**src/rtl/riscv_alu_mc.sv**
```systemverilog
// Multi-cycle RV32I register-register ALU. Single-cycle ops finish one cycle
// after they are accepted. MUL/MULHU run on an iterative shift-add datapath
// for BUS_WIDTH steps. i_Kill aborts the current operation.
//
//   state  | meaning
//   -------+----------------------------------------------------------
//   S_IDLE | ready; single-cycle ops complete here without leaving
//   S_MUL  | shift-add multiply in progress; requests are ignored
module riscv_alu_mc #(
  parameter int BUS_WIDTH  = 32,
  parameter int CTRL_WIDTH = 4
) (
  input  logic                  i_CLK,
  input  logic                  i_RST,
  input  logic                  i_Valid,
  input  logic                  i_Kill,
  input  logic [CTRL_WIDTH-1:0] i_Control,
  input  logic [BUS_WIDTH-1:0]  i_OP1,
  input  logic [BUS_WIDTH-1:0]  i_OP2,
  output logic                  o_Ready,
  output logic                  o_Valid,
  output logic [BUS_WIDTH-1:0]  o_Result,
  output logic                  o_Zero
);

  localparam int SH = $clog2(BUS_WIDTH);
  localparam logic [SH-1:0] LAST_STEP = SH'(BUS_WIDTH - 1);

  typedef enum logic {S_IDLE, S_MUL} state_t;

  state_t                 state, state_nxt;
  logic [SH-1:0]          step_cnt;
  logic [2*BUS_WIDTH-1:0] acc, acc_nxt;
  logic [BUS_WIDTH-1:0]   mcand, mplier;
  logic                   mul_hi;
  logic                   accept, is_mul, mul_last;
  logic [SH-1:0]          shamt;
  logic [BUS_WIDTH-1:0]   alu_res, mul_res, addend;
  logic [BUS_WIDTH:0]     upper_sum;

  assign shamt    = i_OP2[SH-1:0];
  assign is_mul   = (i_Control == 4'b1001) || (i_Control == 4'b1010);
  assign accept   = i_Valid && (state == S_IDLE) && !i_Kill;
  assign mul_last = (state == S_MUL) && (step_cnt == LAST_STEP);
  assign o_Ready  = (state == S_IDLE);

  // Single-cycle result; unlisted codes give zero.
  always_comb begin
    alu_res = '0;
    case (i_Control)
      4'b0000: alu_res = i_OP1 + i_OP2;
      4'b0001: alu_res = i_OP1 << shamt;
      4'b0010: alu_res = {{(BUS_WIDTH-1){1'b0}}, $signed(i_OP1) < $signed(i_OP2)};
      4'b0011: alu_res = {{(BUS_WIDTH-1){1'b0}}, i_OP1 < i_OP2};
      4'b0100: alu_res = i_OP1 ^ i_OP2;
      4'b0101: alu_res = i_OP1 >> shamt;
      4'b0110: alu_res = i_OP1 | i_OP2;
      4'b0111: alu_res = i_OP1 & i_OP2;
      4'b1000: alu_res = i_OP1 - i_OP2;
      4'b1101: alu_res = BUS_WIDTH'($signed(i_OP1) >>> shamt);
      default: alu_res = '0;
    endcase
  end

  // One shift-add step: add multiplicand into the upper half (keeping the
  // carry), then shift the whole accumulator right by one.
  always_comb begin
    addend    = mplier[0] ? mcand : '0;
    upper_sum = {1'b0, acc[2*BUS_WIDTH-1:BUS_WIDTH]} + {1'b0, addend};
    acc_nxt   = {upper_sum, acc[BUS_WIDTH-1:1]};
    mul_res   = mul_hi ? acc_nxt[2*BUS_WIDTH-1:BUS_WIDTH] : acc_nxt[BUS_WIDTH-1:0];
  end

  // State register.
  always_ff @(posedge i_CLK or negedge i_RST) begin
    if (!i_RST) state <= S_IDLE;
    else        state <= state_nxt;
  end

  // Next-state logic; kill overrides everything.
  always_comb begin
    state_nxt = state;
    case (state)
      S_IDLE:  if (accept && is_mul) state_nxt = S_MUL;
      S_MUL:   if (mul_last)         state_nxt = S_IDLE;
      default: state_nxt = S_IDLE;
    endcase
    if (i_Kill) state_nxt = S_IDLE;
  end

  // Datapath and result registers; a killed operation leaves outputs untouched.
  always_ff @(posedge i_CLK or negedge i_RST) begin
    if (!i_RST) begin
      step_cnt <= '0;
      acc      <= '0;
      mcand    <= '0;
      mplier   <= '0;
      mul_hi   <= 1'b0;
      o_Valid  <= 1'b0;
      o_Result <= '0;
      o_Zero   <= 1'b1;
    end else begin
      o_Valid <= 1'b0;
      if (accept) begin
        if (is_mul) begin
          mcand    <= i_OP1;
          mplier   <= i_OP2;
          mul_hi   <= (i_Control == 4'b1010);
          acc      <= '0;
          step_cnt <= '0;
        end else begin
          o_Result <= alu_res;
          o_Zero   <= (alu_res == '0);
          o_Valid  <= 1'b1;
        end
      end else if (state == S_MUL && !i_Kill) begin
        acc      <= acc_nxt;
        mplier   <= mplier >> 1;
        step_cnt <= step_cnt + SH'(1);
        if (mul_last) begin
          o_Result <= mul_res;
          o_Zero   <= (mul_res == '0);
          o_Valid  <= 1'b1;
        end
      end
    end
  end

endmodule
```
**config.mk**
```make
export PLATFORM = sky130hd
export DESIGN_NAME = riscv_alu_mc
export DESIGN_NICKNAME = d
export VERILOG_FILES = /design/src/rtl/riscv_alu_mc.sv
export SDC_FILE = /design/constraint.sdc
export NUM_CORES = 1
export LEC_CHECK = 0
export CAP_MARGIN = 20
export CORE_MARGIN = 2
export CORE_UTILIZATION = 25
export CTS_BUF_LIST = sky130_fd_sc_hd__clkbuf_4 sky130_fd_sc_hd__clkbuf_8
export DETAILED_ROUTE_END_ITERATION = 12
export MAX_ROUTING_LAYER = met4
export PLACE_DENSITY = 0.47
export SYNTH_ARGS = -nofsm -noshare
export SYNTH_HDL_FRONTEND = slang
export SYNTH_SLANG_ARGS = --single-unit
```
**constraint.sdc**
```tcl
create_clock -name i_CLK -period 7.9 [get_ports i_CLK]
set_clock_uncertainty 0.1 [all_clocks]
set_input_delay 1.58 -clock i_CLK [delete_from_list [all_inputs] [get_ports i_CLK]]
set_output_delay 1.58 -clock i_CLK [all_outputs]
set_load 0.005 [all_outputs]
```
* Yosys cells after proc, flatten, opt, wreduce, memory -nomap -nowiden *
Cells that the tools add are included.

word-level totals
  register bits after elaboration = 169
  latch bits = 0
  memory bits (writable) = 0
  memory bits (read-only) = 0
  bits of input ports = 72
  output and inout port bits = 35
  word-level logic and storage cells = 79
  memories kept = 0

cells by class
  add/subtract/negate cells = 4
  $mul = 0
  divide/modulo/power cells = 0
  order comparisons = 2
  eq/ne operators = 14
  shifts and indexed selects = 3
  mux-type cells = 28
  bitwise logic cells = 4
  reductions and logical operators = 15

operator list
  cell                   count
  $pmux W32 S10          1
  $mux W32               9
  $mux W64               3
  $logic_not A32 Y1      2
  $lt A32 B32 Y1         2
  $add A32 B32 Y33       1
  $add A32 B32 Y32       1
  $and A32 B32 Y32       1
  $or A32 B32 Y32        1
  $shl A32 B5 Y32        1
  $shr A32 B5 Y32        1
  $sshr A32 B5 Y32       1
  $sub A32 B32 Y32       1
  $xor A32 B32 Y32       1
  $eq A4 B3 Y1 const B   4
  $eq A4 B4 Y1 const B   4
  $mux W5                3
  $mux W1                11
  $eq A4 B2 Y1 const B   2
  $add A5 B1 Y5 const B  1
  $eq A5 B5 Y1 const B   1
  $logic_and A1 B1 Y1    5
  $eq A4 B1 Y1 const B   1
  $logic_not A4 Y1       1
  other kinds (9)        11

* Depth between registers and ports, before layout *
  word-level depth = 7
  gate-level depth with buffers = 19
  mapped depth without buffers = 15

* Least setup slack after synthesis *
Ideal clock, no wire load.

  kind = input to register
  from = input port i_OP2[3]
  to = register o_Zero
  arrival = 5.701 ns
  required time = 7.709 ns
  path slack = 2.008 ns
  stages = 19
  path through = buf_2 -> inv_1 -> clkbuf_1 -> buf_1 -> buf_1 -> ha_1 -> clkbuf_1 -> and3_1 -> a221oi_2 -> nand4_1 -> and2_1 -> a221o_1 -> a211o_1 -> nor4_1 -> nand4_1 -> nor4_2 -> nand4b_1 -> o31a_1 -> o31ai_1

on the way
  cells in the longest elaborated chain, start to end = 5

RTL lines
  element                                   line  RTL
  start, declared                           19    input logic [BUS_WIDTH-1:0] i_OP2,
  $sub A32 B32 Y32 (tied with other cells)  59    4'b1000: alu_res = i_OP1 - i_OP2;
  $pmux W32 S10 (*)                         50    case (i_Control)
  $logic_not A32 Y1 (*)                     113   o_Zero <= (alu_res == '0);
  $mux W1 (*)                               105   if (is_mul) begin
  $mux W1 (*)                               104   if (accept) begin
  end signal, assigned                      113
  end signal, assigned                      122   o_Zero <= (mul_res == '0);
  end, declared                             23    output logic o_Zero

Mark *: on every way between the ends. The rest lies on a longest branch, timed or not. The select of a mux whose other input is x is not followed.
A chain may end at the register's enable or synchronous reset.

* Worst setup path in the final report *
  from = input port i_OP1[12]
  to = register o_Zero

on the way
  cells in the longest elaborated chain, start to end = 5

RTL lines
  element                                   line  RTL
  start, declared                           18    input logic [BUS_WIDTH-1:0] i_OP1,
  $sub A32 B32 Y32 (tied with other cells)  59
  $pmux W32 S10 (*)                         50
  $logic_not A32 Y1 (*)                     113
  $mux W1 (*)                               105
  $mux W1 (*)                               104

Marks and branches as above.

==> flow_summary.yaml <==
status:
  status: "finished, final reports clean"
synth:
  synth_warnings: 0
  synth_edf_count: 0
  syn_area_um2: 19600
  synth.avg_cell_area_um2: 7.88
  ys_seq_area_share_pct: 21.4
  synthArstFlopShare_pct: 100
  ys.flop_type: "dfrtp_1"
  syn-instance-count: 2493
  synth.distinct_cells: 92
  synth_nets: 2708
  ys_ff_latch: 168
die:
  dieArea_um2: 80800
  rows: 102
  die_width_um: 284
  core_area_um2: 77600
  start_util_pct: 25.3
  dieHeight_um: 284
  io_pins: 107
power_and_ir_drop:
  pwr-share-clk_pct: 18.5
  internal_power_mw: 1.95
  pwr-share-comb_pct: 48.2
  total_power_mw: 3.53
  power.switching_mw: 1.58
  power.density_nw_per_um2: 160
  seq_power_share_pct: 33.3
  ir_drop_mv: 0.103
  leakage_nw: 9.28
  switching_share_pct: 44.7
placement:
  dp_slack_ps: 1330
  port-buffer-count: 106
  gp_congestion: 0.995
  place_hpwl_um: 74300
cts:
  cts_tree: "done"
  insertion_delay_ps: 560
  cts_hold_buffers: 0
  clk_pin_slew_ps: 100
  clock_path_buffers: 2
  cts_resized: 0
  postCtsSetupBuffers: 0
  cts_root_buf: "clkbuf_8"
  cts.sinks: 168
  numCtsBuffers: 17
  cts_max_level: 4
global_routing:
  grt_overflow: 0
  grt_pass1_vias: 19800
  grt_first_pass_wirelength_um: 142000
  grt_max_degree: 68
  antenna_found_initial: 2
  grtUsageTotal_pct: 24.2
worst_setup_path:
  crit_path_end: "o_Zero$_DFFE_PN1P_"
  crit_path_start: "i_OP1[12]"
  worst_ep_arrival_time_ps: 6500
  crit_path_top_delay_cell: "o21ai_0"
  slowest_delay_ps: 780
  cp_cell_sequence: "clkdlybuf4s50_1 -> buf_4 -> inv_1 -> ha_1 -> inv_1 -> a21oi_1 -> o2111ai_1 -> o21ai_0 -> a21oi_1 -> a2111oi_0 -> o221ai_1 -> nor4_1 -> nand4b_1 -> o31a_1 -> o31ai_1"
  crit_path_end_kind: "register"
  cp_max_fo: 13
  r2r_cells: 14
  path_class: "primary input to register"
  rrSetupSlack_ps: 2760
  r2r_start: "mplier[0]$_DFFE_PN0P_"
  cp-start-kind: "primary input"
  worstPathRequired_ps: 8270
  r2r-end: "o_Zero$_DFFE_PN1P_"
timing:
  relSlewSlack_pct: 23.8
  grt_setup_unrepaired: "false"
  setup_viol: 0
  hold_viol_final: 0
  setup_slack_ps: 1770
  fmax_mhz: 163
  finalSetupTns_ps: 0
  fin_crit_sh_pct: 77.6
  fin_crit_ps: 6130
  maxSlewViolCount: 0
  tightest_slew_ps: 1140
finish:
  syn2layout_area_growth_pct: 12.7
  nets: 2708
  multiInputGateArea_um2: 14200
  drive_above_1_share_pct: 11.1
  fin_util_pct: 28.5
  seqCellArea_um2: 4210
  fillers: 8479
route:
  vias: 20500
  drc: 0
  drt_first_pass_iters: 6
  vias_per_cell: 5.79
  routedWlPerCell_um: 27.4
  drt-initial-drc-count: 2249
  drt-total-wl_um: 97200
  ant_nets: 0
job:
  max_cap_viol_count: 0
min_path:
  holdPathStages: 2
  hp-class: "register to register"
-- power groups by stage --
| stage | Combinational, mW | Sequential [mW] | Clock (mW) |
|---|---|---|---|
| after floorplan | 1.02 | 1.14 | 0 |
| after global placement | 1.67 | 1.19 | 0 |
| after detailed placement | 1.67 | 1.20 | 0 |
| after CTS | 1.68 | 1.18 | 0.691 |
| after global routing | 1.83 | 1.20 | 0.717 |
| final | 1.70 | 1.18 | 0.655 |
-- cell usage after synthesis (16+ instances only) --
cell	count	area, um2
nand2b_1	23	144
buf_1	26	97.6
mux4_2	46	1040
a21oi_1	171	856
xor2_1	17	149
o31ai_1	26	195
nor2_1	201	754
mux2i_1	89	891
o22ai_1	44	275
o221ai_1	25	219
nor4_1	23	144
xnor2_1	32	280
o211ai_1	22	165
nand3_1	60	300
a31oi_1	24	150
nor3_1	46	230
clkbuf_1	141	529
o21bai_1	16	120
mux2_2	75	845
o21ai_0	192	961
nand4_1	27	169
dfrtp_1	167	4180
a211oi_1	54	405
and2_1	36	225
ha_1	140	1750
inv_1	107	402
buf_2	21	105
a21o_1	34	255
nand2_1	329	1230
-- logic make-up (layout without fill, tap and decap cells) --
family	Yosys count	after routing	share of synthesized area, %
simple gates	829	829	19.4
other cells	0	2	0
xor+xnor	49	49	2.19
mux	219	219	15.2
flops	168	168	21.4
buf+inv	314	327	6.67
compound gates	771	771	25.9
fa+ha+maj	143	143	9.23
-- critical path, delay by kind of cell --
kind / cells / cell delay, ps
AO/OA/AOI/OAI: 8 / 2980
adder cells (fa/ha/maj): 1 / 590
buffers and inverters: 4 / 970
AND/OR/NAND/NOR: 2 / 370
-- sequential cells by signal, summed over array words and instances (netlist names) --
signal / count
step_cnt: 5
mul_hi: 1
o_Valid: 1
mplier: 32
mcand: 32
acc: 63
o_Result: 32
state: 1
o_Zero: 1
-- through the flow --
step	std cells	hold slack, ps	area (um2)
5_1_grt	3548	420	22100
3_3_place_gp	3512	360	21700
4_1_cts	3545	394	22100
3_5_place_dp	3513	369	21700
2_1_floorplan	2493	349	19600
6_report	3548	391	22100
-- worst min path at each step --
| stage | from | to | slack (ps) |
|---|---|---|---|
| floorplan | mplier[10]$_DFFE_PN0P_ | mplier[10]$_DFFE_PN0P_ | 350 |
| global placement | mplier[30]$_DFFE_PN0P_ | mplier[30]$_DFFE_PN0P_ | 360 |
| detailed placement | mplier[6]$_DFFE_PN0P_ | mplier[6]$_DFFE_PN0P_ | 370 |
| CTS | mplier[6]$_DFFE_PN0P_ | mplier[6]$_DFFE_PN0P_ | 390 |
| global route | mplier[6]$_DFFE_PN0P_ | mplier[6]$_DFFE_PN0P_ | 420 |
| finish | mplier[28]$_DFFE_PN0P_ | mplier[28]$_DFFE_PN0P_ | 390 |
-- metal layers --
| metal | share of wire, % | GRT usage, % | vias to the layer above |
|---|---|---|---|
| li1 | - | - | 9197 |
| met1 | 45 | 32.9 | 10300 |
| met2 | 45 | 37.0 | 926 |
| met3 | 6.7 | 3.31 | 139 |
| met4 | 3.3 | 7.92 | 0 |
| met5 | 0 | - | - |
-- cell usage in the layout (no fill, tap or decap), drive strengths merged, types with 10 or more instances in the layout --
cell           synthesis  layout
or3                   12      12
nor2                 201     201
mux2                  77      77
o21ai                195     195
nor3                  46      46
inv                  107     117
o21bai                16      16
clkdlybuf4s50          0      99
o211ai                22      22
a211oi                55      55
o2111ai               14      14
nand4                 27      27
a21o                  34      34
mux4                  53      53
clkbuf               141      17
o22ai                 44      44
xnor2                 32      32
xor2                  17      17
nand2b                23      23
o221ai                25      25
o311ai                10      10
nand2                330     330
a221oi                12      12
ha                   140     140
nand3                 60      60
and3                  12      12
o31ai                 26      26
buf                   62      85
a21oi                171     171
mux2i                 89      89
nor4                  24      24
a31oi                 24      24
a22o                  14      14
dfrtp                167     167
o21a                  12      12
nor2b                 15      15
and2                  36      36
-- final cells by class --
class | count | area share (%)
diodes | 2 | 0.0226
multi-input cells | 2011 | 64.0
well taps | 1040 | 5.88
clock buffers | 17 | 1.06
repair buffers | 184 | 7.47
inverters | 111 | 1.88
flip-flops and latches | 168 | 19.0
clock inverters | 15 | 0.707
(Power assumes the default switching activity.)
